<file path="src/rtl/mux_scan_nx1.sv">
// Registered 2**N_SEL-to-1 multiplexer with manual select and a masked round-robin
// scan that presents each enabled channel for DWELL cycles.
module mux_scan_nx1 #(
    parameter int N_SEL = 2,
    parameter int W     = 8,
    parameter int DWELL = 2
) (
    input  logic                      clk,
    input  logic                      rst_n,
    input  logic [(2**N_SEL)*W-1:0]   in,
    input  logic [N_SEL-1:0]          sel,
    input  logic                      mode,
    input  logic [(2**N_SEL)-1:0]     mask,
    input  logic                      hold,
    output logic [W-1:0]              out,
    output logic [N_SEL-1:0]          out_ch,
    output logic                      out_valid,
    output logic                      wrap
);

    localparam int NCH = 2**N_SEL;
    localparam int CW  = (DWELL > 1) ? $clog2(DWELL) : 1;
    localparam logic [CW-1:0] DWELL_LAST = CW'(DWELL - 1);

    typedef enum logic [1:0] {
        IDLE   = 2'd0,
        MANUAL = 2'd1,
        SCAN   = 2'd2
    } state_t;

    state_t           state_q, state_d;
    logic [N_SEL-1:0] cur_q, cur_d;
    logic [CW-1:0]    dwell_q, dwell_d;
    logic [W-1:0]     out_q, out_d;
    logic [N_SEL-1:0] out_ch_q, out_ch_d;
    logic             out_valid_q, out_valid_d;
    logic             wrap_q, wrap_d;

    logic [N_SEL-1:0] first_en;
    logic [N_SEL-1:0] next_en;

    function automatic logic [N_SEL-1:0] lowest_enabled(input logic [NCH-1:0] m);
        logic [N_SEL-1:0] res;
        res = '0;
        for (int i = NCH - 1; i >= 0; i--) begin
            if (m[i]) res = N_SEL'(i);
        end
        return res;
    endfunction

    // Upward circular search starting after 'from'; lands back on 'from' if it is the only one set.
    function automatic logic [N_SEL-1:0] next_enabled(input logic [N_SEL-1:0] from,
                                                      input logic [NCH-1:0]   m);
        logic [N_SEL-1:0] idx;
        logic [N_SEL-1:0] res;
        logic             found;
        res   = from;
        found = 1'b0;
        for (int i = 1; i <= NCH; i++) begin
            idx = from + N_SEL'(i);
            if (!found && m[idx]) begin
                res   = idx;
                found = 1'b1;
            end
        end
        return res;
    endfunction

    assign first_en = lowest_enabled(mask);
    assign next_en  = next_enabled(cur_q, mask);

    always_comb begin
        state_d     = state_q;
        cur_d       = cur_q;
        dwell_d     = dwell_q;
        out_d       = out_q;
        out_ch_d    = out_ch_q;
        out_valid_d = out_valid_q;
        wrap_d      = 1'b0;

        if (state_q == IDLE) begin
            // Leaving IDLE keeps the outputs at their reset values for this edge.
            if (mode) begin
                state_d = SCAN;
                cur_d   = first_en;
                dwell_d = '0;
            end else begin
                state_d = MANUAL;
            end
        end else if (!mode) begin
            state_d     = MANUAL;
            out_d       = in[int'(sel)*W +: W];
            out_ch_d    = sel;
            out_valid_d = mask[sel];
        end else if (state_q != SCAN) begin
            state_d     = SCAN;
            cur_d       = first_en;
            dwell_d     = '0;
            out_d       = in[int'(first_en)*W +: W];
            out_ch_d    = first_en;
            out_valid_d = mask[first_en];
        end else if (mask == '0) begin
            out_ch_d    = cur_q;
            out_valid_d = 1'b0;
        end else begin
            // A disabled current channel is abandoned at once, ignoring hold and dwell.
            if (!mask[cur_q] || (!hold && dwell_q == DWELL_LAST)) begin
                cur_d   = next_en;
                dwell_d = '0;
                wrap_d  = (next_en <= cur_q);
            end else if (!hold) begin
                dwell_d = dwell_q + CW'(1);
            end
            out_d       = in[int'(cur_d)*W +: W];
            out_ch_d    = cur_d;
            out_valid_d = mask[cur_d];
        end
    end

    always_ff @(posedge clk) begin
        if (!rst_n) begin
            state_q     <= IDLE;
            cur_q       <= '0;
            dwell_q     <= '0;
            out_q       <= '0;
            out_ch_q    <= '0;
            out_valid_q <= 1'b0;
            wrap_q      <= 1'b0;
        end else begin
            state_q     <= state_d;
            cur_q       <= cur_d;
            dwell_q     <= dwell_d;
            out_q       <= out_d;
            out_ch_q    <= out_ch_d;
            out_valid_q <= out_valid_d;
            wrap_q      <= wrap_d;
        end
    end

    assign out       = out_q;
    assign out_ch    = out_ch_q;
    assign out_valid = out_valid_q;
    assign wrap      = wrap_q;

endmodule

</file>
<file path="config.mk">
export PLATFORM = sky130hd
export DESIGN_NAME = mux_scan_nx1
export DESIGN_NICKNAME = d
export VERILOG_FILES = /design/src/rtl/mux_scan_nx1.sv
export SDC_FILE = /design/constraint.sdc
export NUM_CORES = 1
export LEC_CHECK = 0
export ABC_AREA = 0
export BUFFER_PORTS_ARGS = -buffer_cell sky130_fd_sc_hd__buf_2
export CORE_MARGIN = 8
export CORE_UTILIZATION = 48
export CTS_BUF_LIST = sky130_fd_sc_hd__clkbuf_16
export CTS_CLUSTER_DIAMETER = 80
export CTS_CLUSTER_SIZE = 10
export DETAILED_ROUTE_END_ITERATION = 8
export HOLD_SLACK_MARGIN = 0.15
export PLACE_DENSITY = 0.8
export SLEW_MARGIN = 10
export SYNTH_ARGS = -nofsm -noshare
export SYNTH_HDL_FRONTEND = slang
export SYNTH_SLANG_ARGS = --single-unit
export TNS_END_PERCENT = 5
</file>
<file path="constraint.sdc">
create_clock -name clk -period 5.75 [get_ports clk]
set_clock_uncertainty 0.15 [all_clocks]
set_input_delay 1.15 -clock clk [delete_from_list [all_inputs] [get_ports clk]]
set_output_delay 1.15 -clock clk [all_outputs]
set_load 0.05 [all_outputs]
</file>
=== After elaboration in Yosys (flattened, before gate mapping) ===
Index checks and enable logic that the tools add are counted.

* Mux-type cells: 53
* Equal/unequal tests: 5
* Add/sub/neg operators: 4
* Shift operators: 3
* Bitwise operators: 4
* $lt $le $gt $ge: 8
* Reductions and logical operators: 15

{| class="wikitable"
|+ Operator list
! kind !! number
|-
| variable part select 32 x 6 -> 8 bit || 3
|-
| 2-to-1 mux 2 bit || 23
|-
| 2-to-1 mux 8 bit || 3
|-
| < comparator 2 x 3 -> 1 bit, second input constant || 7
|-
| 2-to-1 mux 1 bit || 20
|-
| binary-select mux 1 bit (select 2 bit) || 7
|-
| inequality test 3 bit, second input constant || 2
|-
| OR reduction 6 bit || 1
|-
| zero test 1 bit || 5
|-
| adder 2 bit, second input constant || 2
|-
| logical AND 1 bit || 4
|-
| zero test 4 bit || 1
|-
| inequality test 4 x 1 -> 1 bit, second input constant || 1
|-
| NOT 1 bit || 4
|-
| inequality test 3 x 1 -> 1 bit, second input constant || 1
|-
| AND reduction 3 bit || 1
|-
| adder 2 x 1 -> 2 bit, second input constant || 1
|-
| <= comparator 2 bit || 1
|-
| zero test 2 bit || 1
|-
| inequality test 2 bit, second input constant || 1
|-
| AND reduction 2 bit || 1
|-
| adder 1 bit, second input constant || 1
|-
| logical OR 1 bit || 1
|}

* Word-level logic and storage cells: 99
* Output and inout bits: 12
* Bits in registers: 17
* Input bits: 42

=== Logic depth before layout (Yosys ltp) ===
Gate-level depths: netlist of run 1.

* Depth in word-level cells: 23
* Mapped depth: 10
* Mapped depth without buffers: 8

=== Worst setup path after synthesis of run 1 ===
Ideal clock, no wire load.

* Path kind: input-to-reg
* Start: input mask[2]
* End: register out_q[2] (netlist: out[2])
* Library setup time: 122 ps
* Path slack: 2,502 ps
* Data required time: 5,478 ps
* Arrival time: 2,976 ps
* Stages on the path: 8
* Buffers on the path: 1
* Cell sequence: nand2b_1 a21oi_2 a211oi_1 or4_4 a21oi_4 buf_6 mux2_1 a221o_1

* Longest elaborated chain between the ends: 21
* Elaborated cells between the ends (all ways): 39
* Those cells by class: eq/ne (1); shift (2); mux (26); reduce/logical (10)

{| class="wikitable"
|+ Ends and longest elaborated chain
! item !! RTL line !! text
|-
| start: declaration || 13 || <nowiki>input logic [(2**N_SEL)-1:0] mask,</nowiki>
|-
| binary-select mux 1 bit (select 2 bit) || 61 || <nowiki>if (!found && m[idx]) begin</nowiki>
|-
| 2-to-1 mux 1 bit (not written as such) || 61 ||
|-
| 2-to-1 mux 1 bit || 61 ||
|-
| zero test 1 bit || 61 ||
|-
| logical AND 1 bit || 61 ||
|-
| 2-to-1 mux 1 bit || 61 ||
|-
| zero test 1 bit || 61 ||
|-
| logical AND 1 bit || 61 ||
|-
| (+5 left out) || -- ||
|-
| 2-to-1 mux 2 bit || 102 || <nowiki>end else if (mask == '0) begin</nowiki>
|-
| 2-to-1 mux 2 bit || 95 || <nowiki>end else if (state_q != SCAN) begin</nowiki>
|-
| 2-to-1 mux 2 bit || 90 || <nowiki>end else if (!mode) begin</nowiki>
|-
| 2-to-1 mux 2 bit || 81 || <nowiki>if (state_q == IDLE) begin</nowiki>
|-
| variable part select 32 x 6 -> 8 bit || 114 || <nowiki>out_d = in[int'(cur_d)*W +: W];</nowiki>
|-
| 2-to-1 mux 8 bit || 102 ||
|-
| 2-to-1 mux 8 bit || 95 ||
|-
| 2-to-1 mux 8 bit || 90 ||
|-
| end signal: assignment || 133 || <nowiki>out_q <= out_d;</nowiki>
|-
| end: declaration || 34 || <nowiki>logic [W-1:0] out_q, out_d;</nowiki>
|}

Several ways; a longest one is shown, not always the timed one. The select of a mux whose other input is x is not followed.
A chain may end at the register's enable or synchronous reset.

=== Worst setup path after layout of run 1 ===
* Start: input mask[1]
* End: register out_q[4] (netlist: out[4])

Same word-level chain as after synthesis.

==> impl_metrics.ini, run 1 <==
[status]
outcome = finished clean

[pwr]
p_total_uw = 398
p_clk_frac = 0.361
vdd_ir_drop_max_v = 0.000204
p_comb_frac = 0.298
power_density_mw_per_mm2 = 254
switching_power_uw = 131
p_sw_frac = 0.329
p_int_uw = 267
power.leakage_uw = 0.000698
seq_power_share = 0.341

[die]
row_count = 18
core_mm2 = 0.00245
die_height_um = 66.6
start_util = 0.500
dieArea_mm2 = 0.00443
die_x_um = 66.6
pin_count = 54

[clock_network]
numCtsBuffers = 3
cts_max_level = 1
hold_buffers = 0
post_cts_buffers = 0
path_clk_slew_ns = 0.06
cts-resized-gates = 0
clock_sinks = 17
clock-root-buffer = clkbuf_16
cts_tree = yes
clk_path_buf_depth = 2
insertion_delay_ns = 0.25

[global_route]
track_usage = 0.150
grt_pass1_wl_um = 5390
antenna_found_initial = 0
grt_overflow = 0
grt_pass1_vias = 1287
grt_start_max_net_pins = 22

[min_path]
hold_class = flop to flop

[timing]
setup_tns_ns = 0
setup_viol = 0
finalCritPeriodShare = 0.612
worst_pin_slew_ns = 0.806
rsz0062_at_grt = no
setup_slack_ns = 2.23
fmaxAchievable_ghz = 0.284
hold_viol = 0
maxSlewViolCount = 0
slew_headroom = 0.461
post-route-min-period_ns = 3.52

[critical_path]
critPathLaunchType = input port
end_kind = flop
crit_fanout = 21
arrival_ns = 3.51
setup.worst_path.class = input port to flop
critPathRequiredTime_ns = 5.74

[placement]
place_area_mm2 = 0.00148
pre_cts_slack_ns = 1.98
gp_congestion = 0.936
portBuffers = 53
hpwl_um = 2740
place_inst = 214

[synth]
yosysWarningCount = 0
netlist_area_mm2 = 0.00123
yosys.cell_types.count = 50
netlist_instances = 138
syn_nets = 182
synth_seq_area_share = 0.277
synth_flop_cell = dfxtp_1
synth.avg_cell_area_um2 = 8.89
synth_edf_count = 0
synthArstFlopShare = 0
ys_ff_latch = 17

[job]
drv_cap = 0

[drt]
drtIter0Drc = 47
drc = 0
drt_first_pass_iters = 4
wl_per_cell_um = 15.6
vias_per_cell = 5.72
num_vias = 1248
wl_um = 3410
ant_nets = 0

[finish]
fin_nets = 233
final.fill_count = 219
drive_gt1_frac = 0.410
layout_common_cells = buf_2, dfxtp_1, inv_1
layout.cells.non_filler = 218
antennaDiodeCount = 0
syn2layout_area_growth_pct = 27.4
mostFrequentLayoutCell = buf_2
fin_area_mm2 = 0.00156
state kept, by name (all words and copies together) (netlist names):
name / cells
cur_q: 2
dwell_q: 1
out: 8
out_ch: 2
out_valid: 1
state_q: 2
wrap: 1
power groups by stage:
stage	clock, uW	sequential [uW]	combinational (uW)
after CTS	145	136	119
after global routing	151	138	127
final	144	136	118
after global placement	0	138	115
after floorplan	0	164	61.0
after detailed placement	0	138	118
per-layer routing:
| layer | share of wire | vias to the layer above | track usage |
|---|---|---|---|
| li1 | - | 615 | - |
| met1 | 0.41 | 585 | 0.166 |
| met2 | 0.53 | 42 | 0.272 |
| met3 | 0.048 | 6 | 0.0386 |
| met4 | 0.013 | 0 | 0.0453 |
| met5 | 0 | - | 0 |
path summary, 6_finish.rpt:
kind                     startpoint                endpoint  slack [ns]  depth (start not counted)
max                         mask[1]     out[4]$_SDFFE_PN0P_        2.23                          8
min          out_ch[0]$_SDFFE_PN0N_  out_ch[0]$_SDFFE_PN0N_        0.31                          2
max reg2reg   cur_q[0]$_SDFFE_PN0P_     out[4]$_SDFFE_PN0P_        2.70                          7
min reg2reg  out_ch[0]$_SDFFE_PN0N_  out_ch[0]$_SDFFE_PN0N_        0.31                          2
synth_stat cells, drive strengths merged, types with 2 or more instances:
cell type | instances | area, um^2
o21ai | 5 | 32.5
a22oi | 4 | 30.0
a21oi | 7 | 50.1
nor3 | 12 | 65.1
nand2 | 4 | 15.0
or2 | 2 | 12.5
nand2b | 6 | 45.0
mux2i | 2 | 20.0
a32oi | 4 | 35.0
a211oi | 3 | 22.5
dfxtp | 17 | 340
ha | 2 | 25.0
buf | 6 | 48.8
mux2 | 8 | 90.1
o211ai | 4 | 35.0
nor2b | 3 | 18.8
inv | 12 | 45.0
nor3b | 2 | 20.0
nor2 | 7 | 33.8
a311oi | 2 | 30.0
a221o | 4 | 40.0
nand3 | 4 | 20.0
a21boi | 2 | 18.8
and2 | 2 | 12.5
clkbuf | 2 | 7.51
layout make-up:
cell class              count  area [um^2]  area share
clock buffers               3         75.1      0.0480
clock inverters             1         7.51     0.00480
inverters                  12         45.0      0.0288
multi-input cells         101          786       0.502
flip-flops and latches     17          340       0.218
well taps                  30         37.5      0.0240
repair buffers             54          273       0.174
critical path, cell delays in order:
cell and delay (ns):
buf_2 0.15, mux2i_1 0.17, or3_1 0.20, nand2b_4 0.07, or4_4 0.50, a21oi_4 0.52, mux2_2 0.40, a221o_1 0.33
stage by stage:
stage               hold slack (ns)   util
floorplan                     0.345      -
global placement              0.295  0.603
detailed placement            0.304  0.603
CTS                           0.316  0.637
global route                  0.347  0.637
finish                        0.311  0.637
cell families after synthesis:
| family | Yosys count | synth area share |
|---|---|---|
| and+or+nand+nor | 47 | 0.231 |
| buffers and inverters | 20 | 0.0826 |
| DFF | 17 | 0.277 |
| muxes | 11 | 0.108 |
| AOI/OAI and AO/OA | 41 | 0.280 |
| adders and majority gates | 2 | 0.0204 |
Power figures use the tool's default switching activity.
==> run 2, diff against run 1 <==
--- a/config.mk
+++ b/config.mk
@@ -5,7 +5,7 @@
 export SDC_FILE = /design/constraint.sdc
 export NUM_CORES = 1
 export LEC_CHECK = 0
-export ABC_AREA = 0
+export ABC_AREA = 1
 export BUFFER_PORTS_ARGS = -buffer_cell sky130_fd_sc_hd__buf_2
 export CORE_MARGIN = 8
 export CORE_UTILIZATION = 48
@@ -14,7 +14,7 @@
 export CTS_CLUSTER_SIZE = 10
 export DETAILED_ROUTE_END_ITERATION = 8
 export HOLD_SLACK_MARGIN = 0.15
-export PLACE_DENSITY = 0.8
+export PLACE_DENSITY = 0.76
 export SLEW_MARGIN = 10
 export SYNTH_ARGS = -nofsm -noshare
 export SYNTH_HDL_FRONTEND = slang
==> constraint.sdc (replaced) <==
create_clock -name clk -period 3.4 [get_ports clk]
set_clock_uncertainty 0.15 [all_clocks]
set_input_delay 0.68 -clock clk [delete_from_list [all_inputs] [get_ports clk]]
set_output_delay 0.68 -clock clk [all_outputs]
set_load 0.05 [all_outputs]
==> impl_metrics.ini, run 2 <==
[drt]
ant_nets = 0
vias_per_cell = 4.83
num_vias = 1695
drc = 0
wl_um = 4200
drtIter0Drc = 233
drt_first_pass_iters = 4
wl_per_cell_um = 12.0

[clock_network]
clock_sinks = 17
numCtsBuffers = 3
cts-resized-gates = 0
clock-root-buffer = clkbuf_16
post_cts_buffers = 0
path_clk_slew_ns = 0.05
clk_path_buf_depth = 2
hold_buffers = 0
insertion_delay_ns = 0.25
cts_max_level = 1
cts_tree = yes

[timing]
setup_slack_ns = 0.940
finalCritPeriodShare = 0.724
setup_viol = 0
hold_viol = 0
fmaxAchievable_ghz = 0.406
post-route-min-period_ns = 2.46
rsz0062_at_grt = no
slew_headroom = 0.656
maxSlewViolCount = 0
worst_pin_slew_ns = 0.516
setup_tns_ns = 0

[die]
dieArea_mm2 = 0.00535
start_util = 0.509
row_count = 20
die_height_um = 73.1
die_x_um = 73.1
core_mm2 = 0.00308
pin_count = 54

[pwr]
p_comb_frac = 0.387
switching_power_uw = 279
p_int_uw = 467
power.leakage_uw = 0.00103
vdd_ir_drop_max_v = 0.000186
power_density_mw_per_mm2 = 392
p_clk_frac = 0.310
p_sw_frac = 0.374
seq_power_share = 0.303

[critical_path]
max_stage_delay_ns = 0.63
setup.worst_path.class = flop to flop
end_kind = flop
slowest_stage = dfxtp_1
critPathLaunchType = flop
regToRegSetupSlack_ns = 0.94
arrival_ns = 2.42
reg2reg_to = out[0]$_SDFFE_PN0P_
critPathRequiredTime_ns = 3.36
cpLargestDelayFamily = simple AND/OR/NAND/NOR gates
rr_startpoint = cur_q[0]$_SDFFE_PN0P_
crit_fanout = 18
crit_chain = nand2_1, nand2_1, nand2_1, nand2_2, nand2_2, nand2_2, nand2_2, nand3_2, nand3_2, nand2_4, nand2_8, nand2_1, nand2_1, nand2_1, nand2_1, nand2_1, a21oi_2
critPathBufInv = 0
crit_top_cell = nand2_1
rr_worst_depth = 17
setup.worst_path.start = cur_q[0]$_SDFFE_PN0P_

[finish]
antennaDiodeCount = 0
final_util = 0.618
syn2layout_area_growth_pct = 21.5
drive_gt1_frac = 0.339
fin_area_mm2 = 0.00190
layout.cells.non_filler = 351
layout.area.seq_um2 = 340
final.fill_count = 318
largest_reg_flops = 8
mostFrequentLayoutCell = nand2_1
multiInputGateArea_mm2 = 0.00106
layout_common_cells = nand2_1, buf_2, nand3_1
fin_nets = 352

[synth]
synth_flop_cell = dfxtp_1
synth_common_cells = nand2_1, nand3_1, nand2_2, dfxtp_1, inv_1
synth_edf_count = 0
synth_seq_area_share = 0.217
yosys.cell_types.count = 29
synth_area_leaders = nand2_1, dfxtp_1, nand3_1
synthArstFlopShare = 0
syn_nets = 300
netlist_instances = 256
yosysMostFrequentCell = nand2_1
synth_top_area_share = 0.242
yosysWarningCount = 0
netlist_area_mm2 = 0.00157
synth_top_cell_by_area = nand2_1
ys_ff_latch = 17
synth.avg_cell_area_um2 = 6.12

[placement]
pre_cts_slack_ns = 0.825
portBuffers = 53
hpwl_um = 3440
place_area_mm2 = 0.00182
place_inst = 347
gp_congestion = 0.891

[global_route]
grt_pass1_vias = 1644
grt_start_max_net_pins = 19
grt_pass1_wl_um = 7310
grt_overflow = 0
antenna_found_initial = 0
track_usage = 0.165

[job]
drv_cap = 0

[status]
outcome = finished clean

[min_path]
worstHoldStart = out_ch[0]$_SDFFE_PN0N_
min_to = out_ch[0]$_SDFFE_PN0N_
hold_class = flop to flop
whs_path_depth = 2
-- run 2: area by class of cell --
class | instances | area share
sequential | 17 | 0.179
inverter | 23 | 0.0519
tap | 44 | 0.0289
clock buffer | 3 | 0.0394
clock inverter | 1 | 0.00197
timing repair buffer | 53 | 0.139
multi-input combinational | 210 | 0.559
-- run 2: through the flow --
step	hold WS (ns)	total power (uW)
after detailed placement	0.314	519
after global placement	0.314	518
after global routing	0.344	798
after floorplan	0.353	455
final	0.319	747
after CTS	0.321	748
-- run 2: power groups by stage --
| stage | registers (uW) | clock network [uW] | logic [uW] |
|---|---|---|---|
| after floorplan | 262 | 0 | 193 |
| after global placement | 230 | 0 | 288 |
| after CTS | 226 | 231 | 290 |
| after global routing | 228 | 244 | 327 |
| final | 226 | 231 | 289 |
| after detailed placement | 230 | 0 | 289 |
-- run 2: worst reg2reg max path: cells and delay by family (launching register included) --
| kind | cells | cell delay [ns] |
|---|---|---|
| DFF | 1 | 0.63 |
| AOI/OAI and AO/OA | 1 | 0.05 |
| and+or+nand+nor | 16 | 1.48 |
-- run 2: cells by family (layout without fill, tap and decap cells) --
group	after synthesis	after routing	synth area share
flip-flops	17	17	0.217
AO/OA/AOI/OAI	28	28	0.127
buffers and inverters	29	80	0.103
AND/OR/NAND/NOR	180	180	0.537
adder cells (fa/ha/maj)	2	2	0.0160
-- run 2: layer usage --
| metal | up-vias | track usage | share of wire |
|---|---|---|---|
| li1 | 922 | - | - |
| met1 | 713 | 0.238 | 0.51 |
| met2 | 58 | 0.231 | 0.42 |
| met3 | 2 | 0.0330 | 0.063 |
| met4 | 0 | 0.0556 | 0.0033 |
| met5 | - | 0 | 0 |
-- run 2: how the worst max path moves through the flow --
stage | to | depth (start not counted) | slack, ns
floorplan | wrap$_SDFF_PP0_ | 14 | 1.22
CTS | out[0]$_SDFFE_PN0P_ | 17 | 0.93
global placement | out[0]$_SDFFE_PN0P_ | 17 | 0.85
detailed placement | out[0]$_SDFFE_PN0P_ | 17 | 0.83
finish | out[0]$_SDFFE_PN0P_ | 17 | 0.94
global route | out[0]$_SDFFE_PN0P_ | 17 | 0.71
